[config.mk]
export PLATFORM = sky130hd
export DESIGN_NAME = sseg_scan_monitor
export DESIGN_NICKNAME = d
export VERILOG_FILES = /design/src/rtl/sseg_pkg.sv /design/src/rtl/sseg_frame_filter.sv /design/src/rtl/sseg_scan_monitor.sv
export SDC_FILE = /design/constraint.sdc
export NUM_CORES = 1
export LEC_CHECK = 0
export BUFFER_PORTS_ARGS = -buffer_cell sky130_fd_sc_hd__buf_2
export CORE_MARGIN = 4
export CORE_UTILIZATION = 45
export CTS_BUF_LIST = sky130_fd_sc_hd__clkbuf_16
export DETAILED_ROUTE_END_ITERATION = 8
export PLACE_DENSITY = 0.61
export RECOVER_POWER = 50
export SYNTH_ARGS = -nofsm -noshare
export SYNTH_HDL_FRONTEND = slang
export SYNTH_SLANG_ARGS = --single-unit
[constraint.sdc]
create_clock -name clk -period 15.1 [get_ports clk]
set_input_delay 3.775 -clock clk [delete_from_list [all_inputs] [get_ports clk]]
set_output_delay 3.775 -clock clk [all_outputs]
set_load 0.01 [all_outputs]
[src/rtl/sseg_pkg.sv]
// sseg_pkg: shared digit type, seven-segment decode table and powers of ten.
package sseg_pkg;

  localparam int unsigned SEG_W = 7;

  typedef logic [3:0] digit_t;

  typedef struct packed {
    logic   ok;
    digit_t digit;
  } sseg_dec_t;

  localparam logic [31:0] POW10 [0:7] = '{
    32'd1, 32'd10, 32'd100, 32'd1000,
    32'd10000, 32'd100000, 32'd1000000, 32'd10000000
  };

  // Active-low abcdefg pattern to hex digit; unknown patterns give ok=0, digit=F.
  function automatic sseg_dec_t sseg_decode(input logic [SEG_W-1:0] seg);
    sseg_dec_t r;
    r.ok    = 1'b1;
    r.digit = 4'h0;
    case (seg)
      7'b0000001: r.digit = 4'h0;
      7'b1001111: r.digit = 4'h1;
      7'b0010010: r.digit = 4'h2;
      7'b0000110: r.digit = 4'h3;
      7'b1001100: r.digit = 4'h4;
      7'b0100100: r.digit = 4'h5;
      7'b0100000: r.digit = 4'h6;
      7'b0001111,
      7'b0001101,
      7'b0001110: r.digit = 4'h7;
      7'b0000000: r.digit = 4'h8;
      7'b0000100,
      7'b0001100: r.digit = 4'h9;
      7'b0001000,
      7'b0000010: r.digit = 4'hA;
      7'b1100000: r.digit = 4'hB;
      7'b0110001,
      7'b1110010: r.digit = 4'hC;
      7'b1000010: r.digit = 4'hD;
      7'b0110000,
      7'b0010000: r.digit = 4'hE;
      7'b0111000: r.digit = 4'hF;
      default: begin
        r.ok    = 1'b0;
        r.digit = 4'hF;
      end
    endcase
    return r;
  endfunction

endpackage

[src/rtl/sseg_frame_filter.sv]
// sseg_frame_filter: multi-frame stability filter and output register.
// Optional decimal-point tracking under SSEG_DP_CAPTURE_EN.
module sseg_frame_filter
  import sseg_pkg::*;
#(
  parameter int unsigned N_DIGITS      = 8,
  parameter int unsigned STABLE_FRAMES = 2
) (
  input  logic                    clk,
  input  logic                    rst_n,
  input  logic                    frame_done,
  input  logic [4*N_DIGITS-1:0]   frame_buf,
`ifdef SSEG_DP_CAPTURE_EN
  input  logic [N_DIGITS-1:0]     dp_buf,
  output logic [N_DIGITS-1:0]     dp_mask,
`endif
  output logic [4*N_DIGITS-1:0]   value_hex,
  output logic [4*N_DIGITS-1:0]   value_dec,
  output logic                    valid,
  output logic                    dec_err
);

  localparam int unsigned HEX_W = 4 * N_DIGITS;
`ifdef SSEG_DP_CAPTURE_EN
  localparam int unsigned FRAME_W = 5 * N_DIGITS;
`else
  localparam int unsigned FRAME_W = 4 * N_DIGITS;
`endif
  localparam int unsigned CNT_W = $clog2(STABLE_FRAMES + 1);
  localparam logic [CNT_W-1:0] CNT_MAX = CNT_W'(STABLE_FRAMES);

  logic [FRAME_W-1:0] frame_c;
  logic [FRAME_W-1:0] shown_c;
  logic [FRAME_W-1:0] cand_q;
  logic [FRAME_W-1:0] cand_nxt_c;
  logic [CNT_W-1:0]   cnt_q;
  logic [CNT_W-1:0]   cnt_nxt_c;
  logic               update_c;
  logic [31:0]        dec_sum_c;
  logic               dec_err_c;
  digit_t             dig_c;

  // Frame and displayed value, with decimal points as the top bits when tracked.
`ifdef SSEG_DP_CAPTURE_EN
  assign frame_c = {dp_buf, frame_buf};
  assign shown_c = {dp_mask, value_hex};
`else
  assign frame_c = frame_buf;
  assign shown_c = value_hex;
`endif

  // Candidate tracking and stability counting on each completed frame.
  always_comb begin
    cand_nxt_c = cand_q;
    cnt_nxt_c  = cnt_q;
    if (frame_done) begin
      if (frame_c == cand_q) begin
        if (cnt_q != CNT_MAX) cnt_nxt_c = cnt_q + 1'b1;
      end else begin
        cand_nxt_c = frame_c;
        cnt_nxt_c  = CNT_W'(1);
      end
    end
    update_c = frame_done && (cnt_nxt_c == CNT_MAX) && (cand_nxt_c != shown_c);
  end

  // Decimal conversion of the candidate digits; zero when any digit exceeds 9.
  always_comb begin
    dec_sum_c = '0;
    dec_err_c = 1'b0;
    dig_c     = '0;
    for (int i = 0; i < int'(N_DIGITS); i++) begin
      dig_c = cand_nxt_c[4*i +: 4];
      if (dig_c > 4'd9) dec_err_c = 1'b1;
      dec_sum_c = dec_sum_c + 32'(dig_c) * POW10[i];
    end
    if (dec_err_c) dec_sum_c = '0;
  end

  // Candidate, counter and output registers.
  always_ff @(posedge clk or negedge rst_n) begin
    if (!rst_n) begin
      cand_q    <= '1;
      cnt_q     <= '0;
      value_hex <= '0;
      value_dec <= '0;
      dec_err   <= 1'b0;
      valid     <= 1'b0;
`ifdef SSEG_DP_CAPTURE_EN
      dp_mask   <= '0;
`endif
    end else begin
      cand_q <= cand_nxt_c;
      cnt_q  <= cnt_nxt_c;
      valid  <= update_c;
      if (update_c) begin
        value_hex <= cand_nxt_c[HEX_W-1:0];
        value_dec <= HEX_W'(dec_sum_c);
        dec_err   <= dec_err_c;
`ifdef SSEG_DP_CAPTURE_EN
        dp_mask   <= cand_nxt_c[FRAME_W-1:HEX_W];
`endif
      end
    end
  end

endmodule

[src/rtl/sseg_scan_monitor.sv]
// sseg_scan_monitor: reconstructs the value on a multiplexed active-low
// seven-segment display. Define SSEG_DP_CAPTURE_EN to add dp / dp_mask.
module sseg_scan_monitor
  import sseg_pkg::*;
#(
  parameter int unsigned N_DIGITS         = 8,
  parameter int unsigned C_SWAP_SEGMENTS  = 0,
  parameter int unsigned ANODE_ACTIVE_LOW = 1,
  parameter int unsigned STABLE_FRAMES    = 2,
  parameter int unsigned TIMEOUT_CYCLES   = 1000000
) (
  input  logic                    clk,
  input  logic                    rst_n,
  input  logic [SEG_W-1:0]        segments,
  input  logic [N_DIGITS-1:0]     anodes,
`ifdef SSEG_DP_CAPTURE_EN
  input  logic                    dp,
  output logic [N_DIGITS-1:0]     dp_mask,
`endif
  output logic [4*N_DIGITS-1:0]   value_hex,
  output logic [4*N_DIGITS-1:0]   value_dec,
  output logic                    valid,
  output logic                    frame_done,
  output logic                    pat_err,
  output logic                    ghost_err,
  output logic                    dec_err,
  output logic                    blank
);

  localparam int unsigned TO_W = $clog2(TIMEOUT_CYCLES + 1);
  localparam logic [TO_W-1:0] TO_MAX  = TO_W'(TIMEOUT_CYCLES);
  localparam logic [TO_W-1:0] TO_LAST = TO_W'(TIMEOUT_CYCLES - 1);

  logic [N_DIGITS-1:0]   sel_c;
  logic [SEG_W-1:0]      seg_c;
  sseg_dec_t             dec_c;
  logic                  none_c;
  logic                  one_c;
  logic                  multi_c;
  logic [N_DIGITS-1:0]   seen_q;
  logic [N_DIGITS-1:0]   seen_nxt_c;
  logic                  frame_full_c;
  logic [4*N_DIGITS-1:0] frame_buf_q;
  logic [TO_W-1:0]       to_cnt_q;
`ifdef SSEG_DP_CAPTURE_EN
  logic [N_DIGITS-1:0]   dp_buf_q;
`endif

  // Normalise anode polarity, optionally bit-reverse segments, then decode.
  always_comb begin
    sel_c = (ANODE_ACTIVE_LOW != 0) ? ~anodes : anodes;
    for (int b = 0; b < int'(SEG_W); b++) begin
      seg_c[b] = (C_SWAP_SEGMENTS != 0) ? segments[int'(SEG_W) - 1 - b] : segments[b];
    end
    dec_c        = sseg_decode(seg_c);
    none_c       = (sel_c == '0);
    one_c        = $onehot(sel_c);
    multi_c      = !none_c && !one_c;
    seen_nxt_c   = one_c ? (seen_q | sel_c) : seen_q;
    frame_full_c = (seen_nxt_c == '1);
  end

  // Digit capture, seen mask, frame completion and sticky error flags.
  always_ff @(posedge clk or negedge rst_n) begin
    if (!rst_n) begin
      frame_buf_q <= '0;
      seen_q      <= '0;
      frame_done  <= 1'b0;
      pat_err     <= 1'b0;
      ghost_err   <= 1'b0;
`ifdef SSEG_DP_CAPTURE_EN
      dp_buf_q    <= '0;
`endif
    end else begin
      frame_done <= frame_full_c;
      seen_q     <= frame_full_c ? '0 : seen_nxt_c;
      if (multi_c) ghost_err <= 1'b1;
      if (one_c) begin
        if (!dec_c.ok) pat_err <= 1'b1;
        for (int i = 0; i < int'(N_DIGITS); i++) begin
          if (sel_c[i]) begin
            frame_buf_q[4*i +: 4] <= dec_c.digit;
`ifdef SSEG_DP_CAPTURE_EN
            dp_buf_q[i] <= ~dp;
`endif
          end
        end
      end
    end
  end

  // Idle-anode timeout: saturating count, blank once TIMEOUT_CYCLES idle cycles seen.
  always_ff @(posedge clk or negedge rst_n) begin
    if (!rst_n) begin
      to_cnt_q <= '0;
      blank    <= 1'b0;
    end else if (!none_c) begin
      to_cnt_q <= '0;
      blank    <= 1'b0;
    end else begin
      if (to_cnt_q != TO_MAX) to_cnt_q <= to_cnt_q + 1'b1;
      if (to_cnt_q >= TO_LAST) blank <= 1'b1;
    end
  end

  sseg_frame_filter #(
    .N_DIGITS      (N_DIGITS),
    .STABLE_FRAMES (STABLE_FRAMES)
  ) u_filter (
    .clk        (clk),
    .rst_n      (rst_n),
    .frame_done (frame_done),
    .frame_buf  (frame_buf_q),
`ifdef SSEG_DP_CAPTURE_EN
    .dp_buf     (dp_buf_q),
    .dp_mask    (dp_mask),
`endif
    .value_hex  (value_hex),
    .value_dec  (value_dec),
    .valid      (valid),
    .dec_err    (dec_err)
  );

endmodule

==> results of run 1 <==
[final cells by class]
| type | count | share of cell area |
|---|---|---|
| clock buffers | 17 | 0.0277 |
| flip-flops and latches | 161 | 0.265 |
| well taps | 396 | 0.0322 |
| multi-input cells | 1022 | 0.582 |
| repair buffers | 97 | 0.0278 |
| inverters | 220 | 0.0537 |
| clock inverters | 15 | 0.0122 |
[cell usage in the layout (no fill, tap or decap), types with 11 or more instances in the layout]
cell,Yosys,final
mux2_2,40,36
o21ai_0,43,44
o21a_1,20,20
inv_1,220,220
dfstp_2,32,31
mux2i_1,26,26
dfrtp_1,129,129
clkbuf_16,0,17
nor4_1,14,14
o22ai_1,25,25
a21o_1,11,11
xnor2_1,91,91
xor2_1,73,73
nand2_1,58,58
a21oi_1,74,74
clkbuf_1,20,58
ha_1,190,190
fa_1,73,73
buf_2,6,33
nand4_1,21,21
nor2b_1,11,11
o21bai_1,13,13
nand3_1,35,35
nor3_1,19,19
nand2b_1,12,12
nor2_1,82,82
[metal layers]
| layer | vias up | routed length (µm) |
|---|---|---|
| li1 | 4995 | - |
| met1 | 5012 | 16400 |
| met2 | 235 | 16300 |
| met3 | 62 | 1590 |
| met4 | 0 | 980 |
| met5 | - | 0 |
[per-stage QoR]
| stage | instance area [µm²] | setup WS [ns] |
|---|---|---|
| floorplan | 14000 | 6.60 |
| global placement | 14900 | 5.76 |
| detailed placement | 14900 | 5.71 |
| CTS | 15500 | 5.67 |
| global route | 15400 | 4.20 |
| finish | 15400 | 5.01 |
[flip-flops by register name (all words and copies together), names as in the netlist, 2 cells and up]
signal and flops:
frame_buf_q 32, seen_q 8, to_cnt_q 20, u_filter.cand_q 32
u_filter.cnt_q 2, u_filter.value_dec 29, u_filter.value_hex 32
[worst max-delay path by stage]
stage | startpoint | to | slack [ns] | cells past startpoint
3_3_place_gp | u_filter.cand_q[30] | u_filter.value_dec[26] | 5.76 | 33
4_1_cts | u_filter.cand_q[30] | u_filter.value_dec[26] | 5.67 | 33
3_5_place_dp | u_filter.cand_q[30] | u_filter.value_dec[26] | 5.71 | 33
2_1_floorplan | u_filter.cand_q[7] | u_filter.value_dec[26] | 6.60 | 35
5_1_grt | u_filter.cand_q[8] | u_filter.value_dec[26] | 4.20 | 33
6_report | u_filter.cand_q[30] | u_filter.value_dec[26] | 5.01 | 33
[logic make-up after synthesis]
kind of cell             after synthesis  share of synthesized area
AO/OA/AOI/OAI                        243                      0.111
XOR/XNOR                             164                      0.103
adder cells (fa/ha/maj)              263                      0.275
buffers and inverters                250                     0.0691
flip-flops                           161                      0.291
multiplexers                          69                     0.0536
other                                  1                   0.000269
AND/OR/NAND/NOR                      280                     0.0970
==> reports/summary.txt, run 1 <==
run status - finished with violations
failing checks - capacitance limit, slew limit
number of routed nets with antenna violations - 0
non-filler cells in the finished layout - 1928
GR Layer Usage met2 - 0.348
met1 track utilization from global routing - 0.300
clock latency reported for the late side of the worst-skew pair - 0.44 ns
Slew Limit Fails - 95
hold-fix buffers at CTS - 0
netlist area before placement - 14000 µm²
peak fanout along the critical path - 22
number of buffers inserted by port buffering - 83
max capacitance violation total - 2
core utilization of the finished layout - 0.502
required time at the worst-slack endpoint - 15.37 ns
Hold/Removal Path Class - flip-flop to flip-flop
TritonCTS clock tree - done
TritonCTS Buffers - 17
R2R cell count - 33
asr flop ratio synth - 1.00
flip-flop and latch count after synthesis - 161
top-level I/O count - 87
part of the Yosys area used for sequential elements - 0.291
kind of end point of the critical path - flip-flop
count of buffers added by post-CTS timing repair for setup - 0
first-pass GRT wire length - 58100 µm
CP max stage cell - clkbuf_1
area taken by flip-flops and latches - 4070 µm²
fraction of final layout cells with drive strength greater than 1 - 0.0960
Slew Limit Headroom - -2.48
routed wire length - 35300 µm
total DRC errors in the routed layout - 0
area taken by multi-input logic gates - 8940 µm²
P&R area growth vs syn - 10.1%
largest net degree at the start of global routing - 95
critical register-to-register path startpoint - u_filter.cand_q[30]
final weighted congestion in routability-driven placement - 0.949
final setup vio count - 0
Critical Path Start Type - flip-flop
Net count, final - 1799
post-placement cell count - 1896
end of the worst register-to-register path - u_filter.value_dec[26]
Die W - 184 µm
predominant post-synthesis flop cell - dfrtp_1
hold path depth - 1
slack of the worst reg-to-reg path - 5.01 ns
time the worst path needs with I/O delays and setup - 10.09 ns
commonest cells in the synthesized netlist - inv_1, ha_1, dfrtp_1
CTS Root Cell - clkbuf_16
clock-pin slew on the worst setup and hold paths - 0.08 ns
category of the most critical setup path - flip-flop to flip-flop
number of detailed-routing iterations run before antenna repair - 5
core outline area - 30600 µm²
sink count of the clock tree - 161
post-DP HPWL - 27500 µm
H-Tree Level Count - 4
fraction of synthesized cell area taken by the top area cell type - 0.231
floorplan die height - 184 µm
total gr overflow - 0
dominant cell by count in the synthesized netlist - inv_1
cells resized by post-CTS repair - 0
area enclosed by the die boundary - 33900 µm²
Hold Path Sink - ghost_err
Post-synth EDFFs - 0
setup repair after global routing missed its margin - false
sum of negative setup slack - 0 ns
Initial Utilization - 0.456
Crit path max-delay family - adder cells
Mapped Cells - 1431
Starting DRT DRC Count - 685
worst-case clock skew - 0.0110 ns
maximum clock frequency - 0.0991 GHz
number of buffer and inverter instances along the worst setup path - 6
total number of vias - 10304
average vias per placed instance - 5.34
highest cell delay on the worst timing path - 1.09 ns
maximum buffer depth of the clock tree - 2
source of the worst hold timing path - ghost_err
antenna violations before repair - 0
cell type with the highest aggregate area in the netlist - dfrtp_1
number of global-route vias before repair - 10694
diode count - 0
layer with the highest usage after global routing - met2
routed length per placed instance - 18.3 µm
grt met3 use - 0.0359
Total GRT Usage - 0.216
count of fill cells added during filler insertion - 2826
number of warnings reported in the yosys synthesis log - 0
Mapped Avg Cell Area - 9.76 µm²
share of the clock period used by the worst path after layout - 0.668
largest cells by area after synthesis - dfrtp_1, ha_1, fa_1, dfstp_2, inv_1
Post-Route Hold Slack - 0.462 ns
actual slew at the worst max-slew pin - 5.21 ns
final hold violation count - 0
row count - 64
count of distinct cell types in the synthesized netlist - 66
Worst EP arrival - 10.36 ns
Power of run 1 is left out: the tool's default activity adds up to more than one toggle a clock period on the data nets, which glitch-free logic cannot reach.
==> inputs of run 2 (changes only) <==
==> constraint.sdc (replaced) <==
create_clock -name clk -period 9.74 [get_ports clk]
set_input_delay 2.435 -clock clk [delete_from_list [all_inputs] [get_ports clk]]
set_output_delay 2.435 -clock clk [all_outputs]
set_load 0.01 [all_outputs]
==> run 2 against run 1 <==
Compared with the run above: the run still ends with capacitance limit, slew limit left; non-clock buffer count is 6 higher; flip-flop and latch count stayed put; utilization is 0.27 points higher; sequential share of layout area is 0.14 points lower.
==> reports/summary.txt, run 2 (synthesis results as in run 1) <==
category of the most critical setup path - flip-flop to flip-flop (unchanged)
H-Tree Level Count - 4 (unchanged)
clock-pin slew on the worst setup and hold paths - 0.08 ns (about the same)
Net count, final - 1805 (was 1799)
total gr overflow - 0 (unchanged)
routed wire length - 35000 µm (was 35300 µm)
Slew Limit Headroom - -1.15 (was -2.48)
Worst EP arrival - 9.45 ns (was 10.36 ns)
final setup vio count - 0 (unchanged)
peak fanout along the critical path - 7 (was 22)
sink count of the clock tree - 161 (unchanged)
CTS Root Cell - clkbuf_16 (unchanged)
number of routed nets with antenna violations - 0 (unchanged)
worst-case clock skew - 0.0203 ns (was 0.0110 ns)
total number of vias - 10287 (was 10304)
number of detailed-routing iterations run before antenna repair - 4 (was 5)
diode count - 0 (unchanged)
Starting DRT DRC Count - 505 (was 685)
post-DP HPWL - 28000 µm (was 27500 µm)
area enclosed by the die boundary - 33900 µm² (unchanged)
Critical Path Most Common Cell - fa_1
Die W - 184 µm (unchanged)
floorplan die height - 184 µm (unchanged)
count of buffers added by post-CTS timing repair for setup - 0 (unchanged)
TritonCTS clock tree - done (unchanged)
Total GRT Usage - 0.213 (was 0.216)
end of the worst register-to-register path - u_filter.value_dec[26] (unchanged)
first-pass GRT wire length - 56900 µm (was 58100 µm)
leading cell type in the layout, fill and taps excluded - inv_1 (unchanged)
antenna violations before repair - 0 (unchanged)
failing checks - capacitance limit, slew limit (unchanged)
Critical Path Start Type - flip-flop (unchanged)
highest cell delay on the worst timing path - 0.60 ns (was 1.09 ns)
row count - 64 (unchanged)
number of global-route vias before repair - 10533 (was 10694)
post-route design area - 15500 µm² (was 15400 µm²)
P&R area growth vs syn - 10.7% (was 10.1%)
TritonCTS Buffers - 17 (unchanged)
average vias per placed instance - 5.32 (was 5.34)
number of buffer and inverter instances along the worst setup path - 5 (was 6)
area of placed instances - 14900 µm² (about the same)
maximum clock frequency - 0.109 GHz (was 0.0991 GHz)
final hold violation count - 0 (unchanged)
total DRC errors in the routed layout - 0 (unchanged)
hold-fix buffers at CTS - 0 (unchanged)
registers with the highest flip-flop counts - frame_buf_q: 32 flops, u_filter.cand_q: 32 flops, u_filter.value_hex: 32 flops (unchanged)
largest net degree at the start of global routing - 60 (was 95)
critical register-to-register path startpoint - u_filter.cand_q[31] (was u_filter.cand_q[30])
CP max stage cell - dfstp_1 (was clkbuf_1)
fraction of final layout cells with drive strength greater than 1 - 0.129 (was 0.0960)
hold path depth - 1 (unchanged)
final weighted congestion in routability-driven placement - 0.942 (was 0.949)
Initial Utilization - 0.456 (unchanged)
run status - finished with violations (unchanged)
slack of the worst reg-to-reg path - 0.60 ns (was 5.01 ns)
core utilization of the finished layout - 0.505 (was 0.502)
sum of negative setup slack - 0 ns (unchanged)
time the worst path needs with I/O delays and setup - 9.14 ns (was 10.09 ns)
area taken by multi-input logic gates - 8940 µm² (unchanged)
Crit path max-delay family - adder cells (unchanged)
area taken by flip-flops and latches - 4070 µm² (unchanged)
maximum buffer depth of the clock tree - 2 (unchanged)
cells resized by post-CTS repair - 0 (unchanged)
R2R cell count - 32 (was 33)
actual slew at the worst max-slew pin - 3.22 ns (was 5.21 ns)
share of the clock period used by the worst path after layout - 0.938 (was 0.668)
count of fill cells added during filler insertion - 2982 (was 2826)
max capacitance violation total - 3 (was 2)
clock latency reported for the late side of the worst-skew pair - 0.46 ns (was 0.44 ns)
core outline area - 30600 µm² (unchanged)
Hold Path Sink - ghost_err (unchanged)
number of buffers inserted by port buffering - 83 (unchanged)
Hold/Removal Path Class - flip-flop to flip-flop (unchanged)
required time at the worst-slack endpoint - 10.06 ns (was 15.37 ns)
routed length per placed instance - 18.1 µm (was 18.3 µm)
kind of end point of the critical path - flip-flop (unchanged)
setup repair after global routing missed its margin - false (unchanged)
Slew Limit Fails - 166 (was 95)
most frequent cells in the layout - inv_1, ha_1, dfrtp_1 (unchanged)
source of the worst hold timing path - ghost_err (unchanged)
top-level I/O count - 87 (unchanged)
## run 2: cell types whose count changed in the layout (fill, tap and decap cells not counted)
cell	before	now
inv_1	220	221
clkinv_2	1	0
inv_8	5	2
clkinvlp_4	2	3
clkinv_1	0	1
buf_2	33	82
clkbuf_1	58	11
buf_4	6	10
inv_6	4	5
## run 2: layout make-up
class / count / share of cell area
timing repair buffer: 103 / 0.0341
multi-input combinational: 1022 / 0.578
sequential: 161 / 0.263
clock buffer: 17 / 0.0275
inverter: 220 / 0.0534
tap: 396 / 0.0321
clock inverter: 15 / 0.0112
## run 2: metal layers
layer  share of wire  global-route usage  up-vias
met1            0.47               0.291     5035
met3           0.034              0.0320       50
met2            0.47               0.357      186
met5               0                   0        -
li1                -                   -     5016
met4           0.022              0.0592        0
## run 2: worst max path at each step
stage | from | to | cells after the start
after detailed placement | u_filter.cand_q[31] | u_filter.value_dec[26] | 32
final | u_filter.cand_q[31] | u_filter.value_dec[26] | 32
after global routing | u_filter.cand_q[31] | u_filter.value_dec[27] | 33
after global placement | u_filter.cand_q[31] | u_filter.value_dec[26] | 32
after CTS | u_filter.cand_q[31] | u_filter.value_dec[26] | 32
after floorplan | u_filter.cand_q[7] | u_filter.value_dec[26] | 35
## run 2: per-stage QoR
stage | hold slack (ns) | instances | setup WS (ns)
floorplan | 0.464 | 1433 | 1.24
global placement | 0.436 | 1902 | 0.937
detailed placement | 0.444 | 1902 | 0.721
CTS | 0.460 | 1934 | 0.684
global route | 0.467 | 1934 | 0.0703
finish | 0.458 | 1934 | 0.604
Power of run 2 is left out for the same reason.
==> inputs of run 3 (changes only) <==
--- a/config.mk
+++ b/config.mk
@@ -10,6 +10,7 @@
 export CORE_UTILIZATION = 45
 export CTS_BUF_LIST = sky130_fd_sc_hd__clkbuf_16
 export DETAILED_ROUTE_END_ITERATION = 8
+export MAX_ROUTING_LAYER = met4
 export PLACE_DENSITY = 0.61
 export RECOVER_POWER = 50
 export SYNTH_ARGS = -nofsm -noshare
==> constraint.sdc (replaced) <==
create_clock -name clk -period 11.11 [get_ports clk]
set_input_delay 2.7775 -clock clk [delete_from_list [all_inputs] [get_ports clk]]
set_output_delay 2.7775 -clock clk [all_outputs]
set_load 0.01 [all_outputs]
==> run 3 against run 2 <==
Compared with the run above: the flow still finishes with violations (capacitance limit, slew limit); global-route usage grew 0.63 points; first-iteration DRC count grew 28%; via count shrank 0.47%; critical path type unchanged; critical endpoint unchanged.
==> reports/summary.txt, run 3 (synthesis results as in run 1) <==
Slew Limit Fails - 121 (was 166)
slack of the worst reg-to-reg path - 1.28 ns (was 0.60 ns)
number of detailed-routing iterations run before antenna repair - 7 (was 4)
R2R cell count - 33 (was 32)
diode count - 0 (unchanged)
failing checks - capacitance limit, slew limit (unchanged)
kind of end point of the critical path - flip-flop (unchanged)
Net count, final - 1802 (was 1805)
P&R area growth vs syn - 9.90% (was 10.7%)
floorplan die height - 184 µm (unchanged)
hold-fix buffers at CTS - 0 (unchanged)
number of routed nets with antenna violations - 0 (unchanged)
antenna violations before repair - 0 (unchanged)
source of the worst hold timing path - ghost_err (unchanged)
Critical Path Start Type - flip-flop (unchanged)
required time at the worst-slack endpoint - 11.35 ns (was 10.06 ns)
average vias per placed instance - 5.30 (was 5.32)
largest net degree at the start of global routing - 84 (was 60)
TritonCTS clock tree - done (unchanged)
registers with the highest flip-flop counts - frame_buf_q: 32 flops, u_filter.cand_q: 32 flops, u_filter.value_hex: 32 flops (unchanged)
highest cell delay on the worst timing path - 0.58 ns (was 0.60 ns)
cells resized by post-CTS repair - 0 (unchanged)
sum of negative setup slack - 0 ns (unchanged)
CTS Root Cell - clkbuf_16 (unchanged)
H-Tree Level Count - 4 (unchanged)
total DRC errors in the routed layout - 0 (unchanged)
total gr overflow - 0 (unchanged)
Hold/Removal Path Class - flip-flop to flip-flop (unchanged)
category of the most critical setup path - flip-flop to flip-flop (unchanged)
routed length per placed instance - 18.0 µm (was 18.1 µm)
critical register-to-register path startpoint - u_filter.cand_q[31] (unchanged)
maximum buffer depth of the clock tree - 2 (unchanged)
post-route design area - 15300 µm² (was 15500 µm²)
clock-pin slew on the worst setup and hold paths - 0.08 ns (about the same)
leading cell type in the layout, fill and taps excluded - inv_1 (unchanged)
total number of vias - 10239 (was 10287)
Initial Utilization - 0.456 (unchanged)
Worst EP arrival - 10.07 ns (was 9.45 ns)
Die W - 184 µm (unchanged)
max capacitance violation total - 2 (was 3)
worst-case clock skew - 0.0133 ns (was 0.0203 ns)
worst setup timing slack at the placement stage - 1.80 ns (was 0.721 ns)
peak fanout along the critical path - 13 (was 7)
final weighted congestion in routability-driven placement - 0.950 (was 0.942)
time the worst path needs with I/O delays and setup - 9.83 ns (was 9.14 ns)
number of buffers inserted by port buffering - 83 (unchanged)
run status - finished with violations (unchanged)
TritonCTS Buffers - 17 (unchanged)
final setup vio count - 0 (unchanged)
share of the clock period used by the worst path after layout - 0.885 (was 0.938)
number of global-route vias before repair - 10532 (was 10533)
post-DP HPWL - 27300 µm (was 28000 µm)
most frequent cells in the layout - inv_1, ha_1, dfrtp_1 (unchanged)
final hold violation count - 0 (unchanged)
row count - 64 (unchanged)
area enclosed by the die boundary - 33900 µm² (unchanged)
Total GRT Usage - 0.220 (was 0.213)
actual slew at the worst max-slew pin - 4.38 ns (was 3.22 ns)
Hold Path Sink - ghost_err (unchanged)
hold path depth - 1 (unchanged)
Slew Limit Headroom - -1.92 (was -1.15)
Worst Slack Setup Final - 1.28 ns (was 0.604 ns)
sink count of the clock tree - 161 (unchanged)
CP max stage cell - dfstp_1 (unchanged)
count of buffers added by post-CTS timing repair for setup - 0 (unchanged)
top-level I/O count - 87 (unchanged)
routed wire length - 34800 µm (was 35000 µm)
area of placed instances - 14900 µm² (about the same)
fraction of final layout cells with drive strength greater than 1 - 0.0873 (was 0.129)
clock latency reported for the late side of the worst-skew pair - 0.44 ns (was 0.46 ns)
Starting DRT DRC Count - 647 (was 505)
core outline area - 30600 µm² (unchanged)
maximum clock frequency - 0.102 GHz (was 0.109 GHz)
end of the worst register-to-register path - u_filter.value_dec[26] (unchanged)
setup repair after global routing missed its margin - false (unchanged)
first-pass GRT wire length - 56800 µm (was 56900 µm)
run 3: cell types whose count changed in the layout (fill, tap and decap cells not counted), moves of 2 or more:
cell        before  now
clkbuf_1        11   73
buf_4           10    6
clkinv_4         0    2
inv_6            5    3
clkinvlp_4       3    1
buf_2           82   21
run 3: through the flow:
| stage | hold WS (ns) | util | cells |
|---|---|---|---|
| 2_1_floorplan | 0.464 | - | 1433 |
| 3_3_place_gp | 0.436 | 0.487 | 1899 |
| 3_5_place_dp | 0.445 | 0.487 | 1899 |
| 4_1_cts | 0.467 | 0.506 | 1931 |
| 5_1_grt | 0.500 | 0.502 | 1931 |
| 6_report | 0.463 | 0.502 | 1931 |
run 3: final cells by class:
cell class / instances / area, µm²
Clock inverter: 15 / 160
Multi-Input combinational cell: 1022 / 8940
Tap cell: 396 / 495
Fill cell: 2897 / 15200
Timing Repair Buffer: 100 / 424
Sequential cell: 161 / 4070
Inverter: 220 / 826
Clock buffer: 17 / 425
run 3: worst max-delay path by stage:
stage	startpoint	endpoint	slack, ns	depth (start not counted)
detailed placement	u_filter.cand_q[31]	u_filter.value_dec[26]	1.80	33
finish	u_filter.cand_q[31]	u_filter.value_dec[26]	1.28	33
global route	u_filter.cand_q[31]	u_filter.value_dec[26]	0.56	33
CTS	u_filter.cand_q[31]	u_filter.value_dec[26]	1.71	33
global placement	u_filter.cand_q[31]	u_filter.value_dec[26]	2.00	33
floorplan	u_filter.cand_q[7]	u_filter.value_dec[26]	2.61	35
run 3: routing by layer:
| metal | vias up | GRT usage | part of all wire |
|---|---|---|---|
| met5 | - | - | 0 |
| met4 | 0 | 0.0707 | 0.027 |
| met3 | 52 | 0.0316 | 0.034 |
| met2 | 183 | 0.350 | 0.47 |
| met1 | 4982 | 0.291 | 0.47 |
| li1 | 5022 | - | - |
run 3: worst max-delay path: cells and delay by family, from the launching register on:
kind | cells | cell delay (ns)
buffers and inverters | 6 | 0.92
AND/OR/NAND/NOR | 4 | 1.07
XOR/XNOR | 2 | 0.23
AO/OA/AOI/OAI | 12 | 2.83
multiplexers | 1 | 0.52
flip-flops | 1 | 0.58
adder cells (fa/ha/maj) | 8 | 3.46
Power of run 3 is left out for the same reason.
